`src/rtl/counter_pkg.sv`:
```
// Shared constants and helpers for the cascaded modulo-N counter family.
package counter_pkg;

  localparam int DIGIT_W_DEFAULT = 4;
  localparam int MOD_DEC         = 10;

  // Smallest r such that 2**r >= v; used to check that a digit can hold MOD-1.
  function automatic int clog2(input int v);
    int r;
    r = 0;
    for (int i = 0; i < 32; i++) begin
      if ((64'd1 << r) < 64'(v)) r = r + 1;
    end
    return r;
  endfunction

endpackage

```
`src/rtl/mod_n_digit.sv`:
```
// One modulo-MOD digit: sync reset, clamped parallel load, up/down step with wrap pulse.
import counter_pkg::*;

module mod_n_digit #(
  parameter int MOD = MOD_DEC,
  parameter int DW  = DIGIT_W_DEFAULT
) (
  input  logic          clk,
  input  logic          reset,
  input  logic          step,
  input  logic          up,
  input  logic          load,
  input  logic [DW-1:0] ld_val,
  output logic [DW-1:0] q,
  output logic          at_max,
  output logic          at_min,
  output logic          wrap
);

  localparam logic [DW-1:0] MAX_V = DW'(MOD - 1);

  logic [DW-1:0] ld_clamped;

  assign at_max     = (q == MAX_V);
  assign at_min     = (q == '0);
  assign ld_clamped = (ld_val > MAX_V) ? MAX_V : ld_val;

  always_ff @(posedge clk) begin
    if (reset) begin
      q    <= '0;
      wrap <= 1'b0;
    end else if (load) begin
      q    <= ld_clamped;
      wrap <= 1'b0;
    end else if (step) begin
      if (up) begin
        if (at_max) begin
          q    <= '0;
          wrap <= 1'b1;
        end else begin
          q    <= q + 1'b1;
          wrap <= 1'b0;
        end
      end else begin
        if (at_min) begin
          q    <= MAX_V;
          wrap <= 1'b1;
        end else begin
          q    <= q - 1'b1;
          wrap <= 1'b0;
        end
      end
    end else begin
      wrap <= 1'b0;
    end
  end

endmodule

```
`src/rtl/mod_n_cascade_counter.sv`:
```
// Multi-digit modulo-N up/down counter; single-cycle carry/borrow chain across digits.
import counter_pkg::*;

module mod_n_cascade_counter #(
  parameter int DIGITS = 4,
  parameter int MOD    = MOD_DEC,
  parameter int DW     = DIGIT_W_DEFAULT
) (
  input  logic                 clk,
  input  logic                 reset,
  input  logic                 en,
  input  logic                 up,
  input  logic                 load,
  input  logic [DIGITS*DW-1:0] load_val,
  output logic [DIGITS*DW-1:0] q,
  output logic [DIGITS-1:0]    wrap,
  output logic                 z
);

  if (DIGITS < 1 || DIGITS > 8 || MOD < 2 || clog2(MOD) > DW) begin : g_param_check
    $error("mod_n_cascade_counter: illegal DIGITS/MOD/DW combination");
  end

  logic [DIGITS-1:0] step;
  logic [DIGITS-1:0] at_max;
  logic [DIGITS-1:0] at_min;
  logic              acc_max;
  logic              acc_min;

  // Digit i steps when every lower digit sits at its terminal value for the current direction.
  always_comb begin
    step    = '0;
    acc_max = 1'b1;
    acc_min = 1'b1;
    for (int i = 0; i < DIGITS; i++) begin
      step[i] = en & (up ? acc_max : acc_min);
      acc_max = acc_max & at_max[i];
      acc_min = acc_min & at_min[i];
    end
  end

  for (genvar i = 0; i < DIGITS; i++) begin : g_digit
    mod_n_digit #(
      .MOD (MOD),
      .DW  (DW)
    ) u_digit (
      .clk    (clk),
      .reset  (reset),
      .step   (step[i]),
      .up     (up),
      .load   (load),
      .ld_val (load_val[i*DW +: DW]),
      .q      (q[i*DW +: DW]),
      .at_max (at_max[i]),
      .at_min (at_min[i]),
      .wrap   (wrap[i])
    );
  end

  always_ff @(posedge clk) begin
    if (reset || load) begin
      z <= 1'b0;
    end else begin
      z <= step[DIGITS-1] & (up ? at_max[DIGITS-1] : at_min[DIGITS-1]);
    end
  end

endmodule

```
`config.mk`:
```
export PLATFORM = sky130hd
export DESIGN_NAME = mod_n_cascade_counter
export DESIGN_NICKNAME = d
export VERILOG_FILES = /design/src/rtl/counter_pkg.sv /design/src/rtl/mod_n_digit.sv /design/src/rtl/mod_n_cascade_counter.sv
export SDC_FILE = /design/constraint.sdc
export NUM_CORES = 1
export LEC_CHECK = 0
export ABC_AREA = 1
export CORE_MARGIN = 5
export CORE_UTILIZATION = 55
export CTS_BUF_LIST = sky130_fd_sc_hd__clkbuf_8
export CTS_CLUSTER_SIZE = 40
export DETAILED_ROUTE_END_ITERATION = 6
export PLACE_DENSITY_LB_ADDON = 0.3
export RECOVER_POWER = 50
export SLEW_MARGIN = 30
export SYNTH_ARGS = -nofsm -noshare
export SYNTH_HDL_FRONTEND = slang
export SYNTH_HIERARCHICAL = 1
export SYNTH_SLANG_ARGS = --single-unit
```
`constraint.sdc`:
```
create_clock -name clk -period 2.9 [get_ports clk]
set_input_delay 0.435 -clock clk [delete_from_list [all_inputs] [get_ports clk]]
set_output_delay 0.435 -clock clk [all_outputs]
set_load 0.1 [all_outputs]
```
Word-level counts from Yosys, hierarchy flattened
Cells that the tools add are included.
{ "totals": {"word_cells": 90, "output_inout_bits": 21, "in_bits": 21, "ff_bits": 21} }
{ "classes": {"n_bitwise": 12, "n_eq_ne": 4, "addsub": 8, "n_mux": 40, "n_reduce_logical": 13, "n_lt_le_gt_ge": 4} }
{ "ops": {"columns": ["op", "count"], "rows": [
  ["two-way mux 4 bit", 24],
  ["adder 4 x 1 -> 4 bit, second input constant", 4],
  ["equality test 4 bit, second input constant", 4],
  ["greater-than comparator 4 bit, second input constant", 4],
  ["logical NOT 4 bit", 4],
  ["two-way mux 1 bit", 16],
  ["subtractor 4 x 1 -> 4 bit, second input constant", 4],
  ["OR reduction 3 bit", 4],
  ["bitwise AND 1 bit", 8],
  ["nonzero test 2 bit", 4],
  ["inverter 1 bit", 4],
  ["logical OR 1 bit", 1]
]} }

Logic depth before layout (Yosys ltp)
Gate-level depths: netlist (run 1).
{ "depth": {"depth_word": 7, "ltp_mapped": 13, "mapped_depth_nobuf": 13} }

Modules after synthesis
Netlist (run 1), hierarchy kept.
{ "by_module_without_submodules": {"columns": ["module", "cells_each", "n_inst", "seq_area_each_um2", "area_each_um2"], "rows": [
  ["mod_n_digit", 64, 4, 100.1, 382.9],
  ["mod_n_cascade_counter", 21, 1, 20.0, 112.6]
]} }

Least setup slack after synthesis (run 1)
Ideal clock, no wire load.
{ "synth_path": {"kind": "register to register", "startpoint": "register g_digit[0].u_digit.q[3]", "endpoint": "register g_digit[3].u_digit.wrap", "required_ps": 2808, "path_slack_ps": 665, "synth_period_minus_slack_ps": 2235, "setup_ps": 92, "n_path_buf": 0, "stages_incl_launch_ff": 11, "t_arrival_ps": 2143, "path_cell_list": "dfxtp_1 -> nand3_1 -> nor2_2 -> nand3_1 -> nand2_1 -> nand3_1 -> inv_1 -> inv_1 -> nor2_1 -> inv_1 -> nor4_1"} }
{ "synth_via": {"elab_chain_len": 7, "word_cells_on_any_way": 10, "cone_classes": "eq/ne: 1; mux: 1; bitwise: 6; reduce/logical: 2"} }
{ "synth_rtl": {"columns": ["element", "line_no", "rtl"], "rows": [
  ["start, declared", "mod_n_digit.sv:14", "output logic [DW-1:0] q,"],
  ["start signal, assigned", "mod_n_digit.sv:33", "q <= ld_clamped;"],
  ["start signal, assigned", "mod_n_digit.sv:41", "q <= q + 1'b1;"],
  ["start signal, assigned", "mod_n_digit.sv:49", "q <= q - 1'b1;"],
  ["equality test 4 bit", "mod_n_digit.sv:24", "assign at_max = (q == MAX_V);"],
  ["via at_max[0]", "mod_n_cascade_counter.sv:25", "logic [DIGITS-1:0] at_max;"],
  ["bitwise AND 1 bit (2 in a row)", "mod_n_cascade_counter.sv:37", "acc_max = acc_max & at_max[i];"],
  ["two-way mux 1 bit", "mod_n_cascade_counter.sv:36", "step[i] = en & (up ? acc_max : acc_min);"],
  ["bitwise AND 1 bit", "mod_n_cascade_counter.sv:36", null],
  ["via step[3]", "mod_n_cascade_counter.sv:24", "logic [DIGITS-1:0] step;"],
  ["inverter 1 bit (no line)", null, null],
  ["OR reduction 3 bit (no line)", null, null],
  ["end signal, assigned", "mod_n_digit.sv:47", "wrap <= 1'b1;"],
  ["end signal, assigned", "mod_n_digit.sv:50", "wrap <= 1'b0;"],
  ["end signal, assigned", "mod_n_digit.sv:54", "wrap <= 1'b0;"],
  ["end, declared", "mod_n_digit.sv:17", "output logic wrap"]
]} }
The timed path passes the listed nets, and every way through them passes these cells.
A chain may end at the register's enable or synchronous reset.

Worst setup path after layout (run 1)
{ "layout_path": {"startpoint": "register g_digit[3].u_digit.q[0]", "endpoint": "output q[12]"} }
{ "layout_lines": {"columns": ["element", "line_no", "rtl"], "rows": [
  ["start, declared", "mod_n_digit.sv:14", null],
  ["start signal, assigned", "mod_n_digit.sv:33", null],
  ["start signal, assigned", "mod_n_digit.sv:41", null],
  ["start signal, assigned", "mod_n_digit.sv:49", null],
  ["end, declared", "mod_n_cascade_counter.sv:15", "output logic [DIGITS*DW-1:0] q,"]
]} }
No word-level cell between the ends.

==> results.md, run 1 <==
* Worst setup margin at 0.8107 ns
* Dpl hpwl at 3341 µm
* Worst-case clock buffer depth at 2
* Syn_nets at 298
* PD cells at 432.9 nW/µm²
* Endpoints failing setup at 0
* Full die area at 4183 µm²
* Hold EP: g_digit[1].u_digit/q[2]$_SDFFE_PP0P_
* DR vias at 1898
* Launching point of the worst reg2reg path: g_digit[0].u_digit/q[0]$_SDFFE_PP0P_
* Initial antenna violation count at 0
* CTS Buf Count at 3
* GRT overflow at 0
* WL per Instance at 11.85 µm
* Rel. slew slack at 22.56%
* Mapped Area at 1644 µm²
* Flop pwr share at 38.0%
* Filler instances at 270
* CP top delay family: buffers and inverters
* Syn Area/Cell at 5.935 µm²
* Clock transition at the registers of the reported paths at 0.08 ns
* CTS H-tree depth at 1
* Post-CTS Setup Inserts at 0
* Maximum vdd drop at 0.0002510 V
* Asr flop ratio synth at 0%
* CP max-delay cell: clkbuf_1
* Post-synth top area share at 25.57%
* Switching share of total power at 43.32%
* Post-layout util at 71.86%
* Hold Buf Count CTS at 0
* Routed WL at 4196 µm
* Outcome: finished, final reports clean
* Int Pwr at 0.4946 mW
* Synth Area in Compound Gates at 17.50%
* Switching pwr at 0.3780 mW
* First-pass GRT wire length at 7003 µm
* Antenna Nets Post-Route at 0
* Final instance area at 2016 µm²
* Post-synth EDFFs at 0
* R2R Path End: g_digit[3].u_digit/wrap$_SDFF_PP0_
* Detailed Routing Iterations Pass 1 at 5
* Area post-placement at 2048 µm²
* Post_cts resized at 0
* Required time of the critical path at 2.47 ns
* Max Clock Skew at 0.0009509 ns
* Vert. Die Dim at 64.68 µm
* TritonCTS clock tree: yes
* Tcrit/Tclk final at 72.05%
* Area contributors post-synth: dfxtp_1, nand2_1, inv_1
* RSZ-0062 raised after global routing: false
* Top_reg_cell synth: dfxtp_1
* TritonCTS Sinks at 21
* Port Buffers at 41
* Hold path start: g_digit[1].u_digit/q[2]$_SDFFE_PP0P_
* Vias per cell at 5.362
* Nets at 345
* Yosys top cell by area: dfxtp_1
* Crit end category: primary output
* RePlAce Congestion at 0.8828
* Worst R2R Path Depth at 11
* Core Region at 2805 µm²
* Clock root cell: clkbuf_8
* Layout cells sized above 1 at 16.72%
* Total buffers and inverters traversed by the critical path at 1
* Vias in the first global route at 1674
* Distinct cells, synth at 19
* Multi-input logic area at 1044 µm²
* Setup Crit Path Kind: register to primary output
* Max Slew Vio Count at 0
* Startpoint types: register
* Pre-CTS setup slack at 0.6702 ns
* TNS Setup at 0 ns
* Total power at 0.8726 mW
* R2r setup slk at 1.10 ns
* Crit-path max FO at 7
* Worst hold path type: register to register
* Worst hold path depth at 2
* Post-synthesis xor/xnor area fraction at 2.131%
* Largest net degree at the start of global routing at 22
* Max-cap violations at 0
* Slowest stage delay, CP at 0.90 ns
* Seq/Total Area, Yosys at 25.57%
* Initial DRC count at 171
* Post-Synthesis Cells at 277
* Initial Utilization at 58.61%
* Synthesized flop and latch total at 21
* Post-synthesis mux area share at 0%
* Critical Path AT at 1.65 ns
* Combinational Power Share at 39.6%
* Fin. Hold Viols at 0
* Layout area overhead at 22.60%
* DRC violations left at 0
* Critical Path, Cell by Cell: clkbuf_1
* Leak Pwr at 0.9176 nW
* N_diodes at 0
* Worst-Skew Late Latency at 0.26 ns
* Clock power share at 22.3%
* Rows at 19
* Adder-Cell Fraction of Synth Area at 0%
* Tmin final at 2.089 ns
* # IOs at 42
* Total Routing Usage GR at 20.35%
* Simple-Gate Fraction of Synth Area at 43.84%
* Commonest cells in the netlist: nand2_1, inv_1, nand3_1, nor2_1, dfxtp_1
* Yosys warnings at 6
* Fmax at 478.6 MHz
* Largest family of logic cells by synthesized area: simple AND/OR/NAND/NOR gates
* Seq. cell area at 420.4 µm²
* Most common cell in the netlist: nand2_1
* Worst-Margin Slew at 1.167 ns
* Die W at 64.68 µm
## logic make-up after synthesis
kind of cell | after synthesis
AND/OR/NAND/NOR | 157
XOR/XNOR | 4
buffers and inverters | 48
AO/OA/AOI/OAI | 47
flip-flops | 21
## cell type report
cell class / count / area share, %
clock buffers: 3 / 2.048
clock inverters: 1 / 0.2483
inverters: 48 / 8.939
multi-input cells: 208 / 51.77
flip-flops and latches: 21 / 20.86
well taps: 31 / 1.924
repair buffers: 42 / 14.21
## worst min-delay path, stage by stage (launching register included)
cell and delay [ns]:
dfxtp_1 0.37, nand3_1 0.12, a21oi_2 0.06
## stage by stage
| stage | std cells | hold slack (ns) |
|---|---|---|
| floorplan | 277 | 0.4974 |
| global placement | 350 | 0.5726 |
| detailed placement | 350 | 0.5750 |
| finish | 354 | 0.5845 |
| CTS | 354 | 0.5865 |
| global route | 354 | 0.6151 |
## power groups by stage
stage	Sequential, mW	Clock [mW]	Combinational [mW]
after floorplan	0.447	0	0.150
after CTS	0.331	0.200	0.358
after global routing	0.335	0.209	0.375
after global placement	0.338	0	0.353
after detailed placement	0.338	0	0.357
final	0.332	0.195	0.346
## flip-flops by register name, summed over array words and instances, names as in the netlist
name,flops
g_digit.u_digit/q,16
g_digit.u_digit/wrap,4
z,1
## cells in the final DEF, fill, tap and decap left out, types with 3 or more instances in the layout
master and instances:
inv_1 36, nand2_2 12, clkdlybuf4s50_1 20, nor4_1 4, clkbuf_1 21, nor2_1 26
clkbuf_8 3, nand4_1 4, dfxtp_1 21, inv_2 12, a21oi_1 9, a221oi_1 4
o21ai_0 17, nand3_1 26, o21ai_1 4, o22ai_1 4, a21oi_2 8, xor2_1 4
nand2_1 68, nor2_2 16
## worst max-delay path by stage
stage | startpoint | endpoint | slack [ns] | depth (start not counted)
5_1_grt | up | g_digit[2].u_digit/wrap$_SDFF_PP0_ | 0.68 | 8
6_report | g_digit[3].u_digit/q[0]$_SDFFE_PP0P_ | q[12] | 0.81 | 1
3_3_place_gp | up | g_digit[2].u_digit/wrap$_SDFF_PP0_ | 0.72 | 8
3_5_place_dp | up | g_digit[3].u_digit/wrap$_SDFF_PP0_ | 0.67 | 9
2_1_floorplan | g_digit[0].u_digit/q[3]$_SDFFE_PP0P_ | g_digit[3].u_digit/wrap$_SDFF_PP0_ | 0.66 | 10
4_1_cts | up | g_digit[3].u_digit/wrap$_SDFF_PP0_ | 0.93 | 9
## layer usage
layer / GRT usage, % / wire length (µm) / part of all wire [%]
met3: 2.591 / 245 / 5.8
met1: 25.81 / 1847 / 44
met4: 5.541 / 27 / 0.64
met2: 36.21 / 2076 / 49
met5: 0 / 0 / 0
Power figures use the tool's default switching activity.
==> inputs of run 2 (changes only) <==
Settings changed: CORE_UTILIZATION 55 to 46.
Clock period 2.9 ns to 1.7 ns, I/O delays scaled along.
==> run 2 against run 1 <==
  * Worst hold slack got worse by 0.064 ns
  * Cell area increased by 20%
  * Non-clock buffer count up 19
  * Largest power group unchanged
==> results.md, run 2 (synthesized netlist as in run 1, its figures left out) <==
* Setup Crit Path Kind: register to register
* Routed WL at 5126 µm (+22%)
* Largest net degree at the start of global routing at 22 (unchanged)
* Max Clock Skew at 0.008915 ns (+0.007964 ns)
* Nets at 364 (+5.5%)
* Initial antenna violation count at 0 (unchanged)
* Crit-path max FO at 4 (-3)
* Fmax at 612.5 MHz
* Worst hold path type: register to register
* Initial DRC count at 186 (+8.8%)
* Worst-Margin Slew at 0.5492 ns (-0.6175 ns)
* N_diodes at 0 (unchanged)
* Required time of the critical path at 1.91 ns (-0.56 ns)
* Vert. Die Dim at 69.79 µm (+7.9%)
* Crit end category: register
* DR vias at 2040 (+7.5%)
* RePlAce Congestion at 0.8662 (-1.9%)
* Clock power share at 20.7% (-1.6 points)
* WL per Instance at 13.21 µm (+11%)
* Total Routing Usage GR at 20.16% (-0.19 points)
* Die W at 69.79 µm (+7.9%)
* Max-cap violations at 0 (unchanged)
* CP max-delay cell: dfxtp_4
* Clock root cell: clkbuf_8
* Outcome: finished, final reports clean
* Rows at 21 (+2)
* Tmin final at 1.633 ns
* Int Pwr at 0.9230 mW (+87%)
* Full die area at 4870 µm² (+16%)
* Port Buffers at 41 (unchanged)
* Layout cells sized above 1 at 33.92% (+17 points)
* Switching share of total power at 42.90% (-0.42 points)
* Most common cell after layout, fill and taps aside: nand2_1
* Total buffers and inverters traversed by the critical path at 4 (+3)
* Leak Pwr at 1.134 nW (+24%)
* Flop pwr share at 34.7% (-3.3 points)
* Rel. slew slack at 63.54% (+41 points)
* DRC violations left at 0 (unchanged)
* GRT overflow at 0 (unchanged)
* CTS Buf Count at 3 (unchanged)
* Antenna Nets Post-Route at 0 (unchanged)
* Total power at 1.616 mW (+85%)
* CTS H-tree depth at 1 (unchanged)
* Critical Path, Cell by Cell: inv_2 > nand3_2 > nor2_2 > nand3_1 > nand2_1 > nand3_1 > inv_1 > inv_1 > nor2_2 > inv_1 > nand2_1 > nand2_1 > a21oi_2
* Max Slew Vio Count at 0 (unchanged)
* Critical Path AT at 1.84 ns (+0.19 ns)
* Filler instances at 262 (-3.0%)
* Vias in the first global route at 1977 (+18%)
* Slowest stage delay, CP at 0.37 ns (-0.53 ns)
* Vias per cell at 5.258 (-1.9%)
* PD cells at 669.4 nW/µm² (+55%)
* Largest registers: g_digit.u_digit/q x16, g_digit.u_digit/wrap x4, z x1
* CP top delay family: simple AND/OR/NAND/NOR gates
* Initial Utilization at 48.50% (-10 points)
* Final instance area at 2415 µm² (+20%)
* Endpoints failing setup at 0 (unchanged)
* First-pass GRT wire length at 8424 µm (+20%)
* Top reg by flops: g_digit.u_digit/q
* Detailed Routing Iterations Pass 1 at 4 (-1)
* Switching pwr at 0.6934 mW (+83%)
* Max FFs per register at 16 (unchanged)
* Fin. Hold Viols at 0 (unchanged)
* Worst-Skew Late Latency at 0.26 ns (about the same)
* TritonCTS Sinks at 21 (unchanged)
* Most frequent cells in the layout: nand2_1, inv_1, nor2_1
* Core Region at 3390 µm² (+21%)
* Startpoint types: register
* Combinational Power Share at 44.6% (+5.0 points)
* Worst-case clock buffer depth at 2 (unchanged)
* # IOs at 42 (unchanged)
* Layout area overhead at 46.88%
* Clock transition at the registers of the reported paths at 0.09 ns (about the same)
* Tcrit/Tclk final at 96.04%
* TritonCTS clock tree: yes
* Dpl hpwl at 3772 µm (+13%)
* Maximum vdd drop at 0.0003723 V (+48%)
* TNS Setup at 0 ns (unchanged)
* Area post-placement at 2499 µm² (+22%)
## run 2: worst paths after layout
kind,slack (ns),startpoint,endpoint,depth (start not counted)
max reg2reg,0.07,g_digit[2].u_digit/q[1]$_SDFFE_PP0P_,g_digit[3].u_digit/q[2]$_SDFFE_PP0P_,13
min reg2reg,0.52,g_digit[1].u_digit/q[0]$_SDFFE_PP0P_,g_digit[1].u_digit/q[0]$_SDFFE_PP0P_,1
min,0.52,g_digit[1].u_digit/q[0]$_SDFFE_PP0P_,g_digit[1].u_digit/q[0]$_SDFFE_PP0P_,1
max,0.07,g_digit[2].u_digit/q[1]$_SDFFE_PP0P_,g_digit[3].u_digit/q[2]$_SDFFE_PP0P_,13
## run 2: per-stage QoR
step	cells	utilization, %	hold slack (ns)	worst slack, ns
6_report	388	71.24	0.5205	0.06730
5_1_grt	388	71.24	0.5386	-0.09377
4_1_cts	382	75.19	0.5434	0.04116
3_5_place_dp	378	73.72	0.5338	-0.1201
3_3_place_gp	378	73.72	0.5257	-0.05639
2_1_floorplan	277	-	0.3083	0.01045
## run 2: layout make-up
class	count	area [µm²]	share of cell area (%)
tap	46	57.56	2.383
clock inverter	1	3.754	0.1554
inverter	48	180.2	7.461
sequential	21	462.9	19.17
timing repair buffer	61	555.5	23.01
multi-input combinational	208	1114	46.11
clock buffer	3	41.29	1.710
## run 2: what timing repair did
item	in CTS	in global routing
setup endpoints to repair	1	13
gates resized for setup	1	17
hold buffers	0	0
pin swaps	0	6
buffers inserted	0	6
## run 2: worst reg2reg max path, stage by stage, from the launching register on
cell,delay (ns)
dfxtp_4,0.37
inv_2,0.08
nand3_2,0.09
nor2_2,0.18
nand3_1,0.09
nand2_1,0.07
nand3_1,0.11
inv_1,0.08
inv_1,0.08
nor2_2,0.10
inv_1,0.08
nand2_1,0.07
nand2_1,0.06
a21oi_2,0.10
## run 2: power by group through the flow
stage | Combinational [mW] | Sequential, mW | Clock, mW
after CTS | 0.736 | 0.566 | 0.341
after detailed placement | 0.730 | 0.576 | 0
after global routing | 0.774 | 0.567 | 0.363
after floorplan | 0.253 | 0.761 | 0
final | 0.721 | 0.561 | 0.334
after global placement | 0.716 | 0.575 | 0
## run 2: layer usage
metal | global-route usage [%] | routed length, µm
met5 | 0 | 0
met4 | 5.745 | 55
met3 | 2.899 | 314
met2 | 37.25 | 2666
met1 | 23.81 | 2091
==> inputs of run 3 (changes only) <==
Settings changed: SLEW_MARGIN 30 to 20.
==> results of run 3 <==
No change in the layout: final DEF, timing and power equal those of run 2.
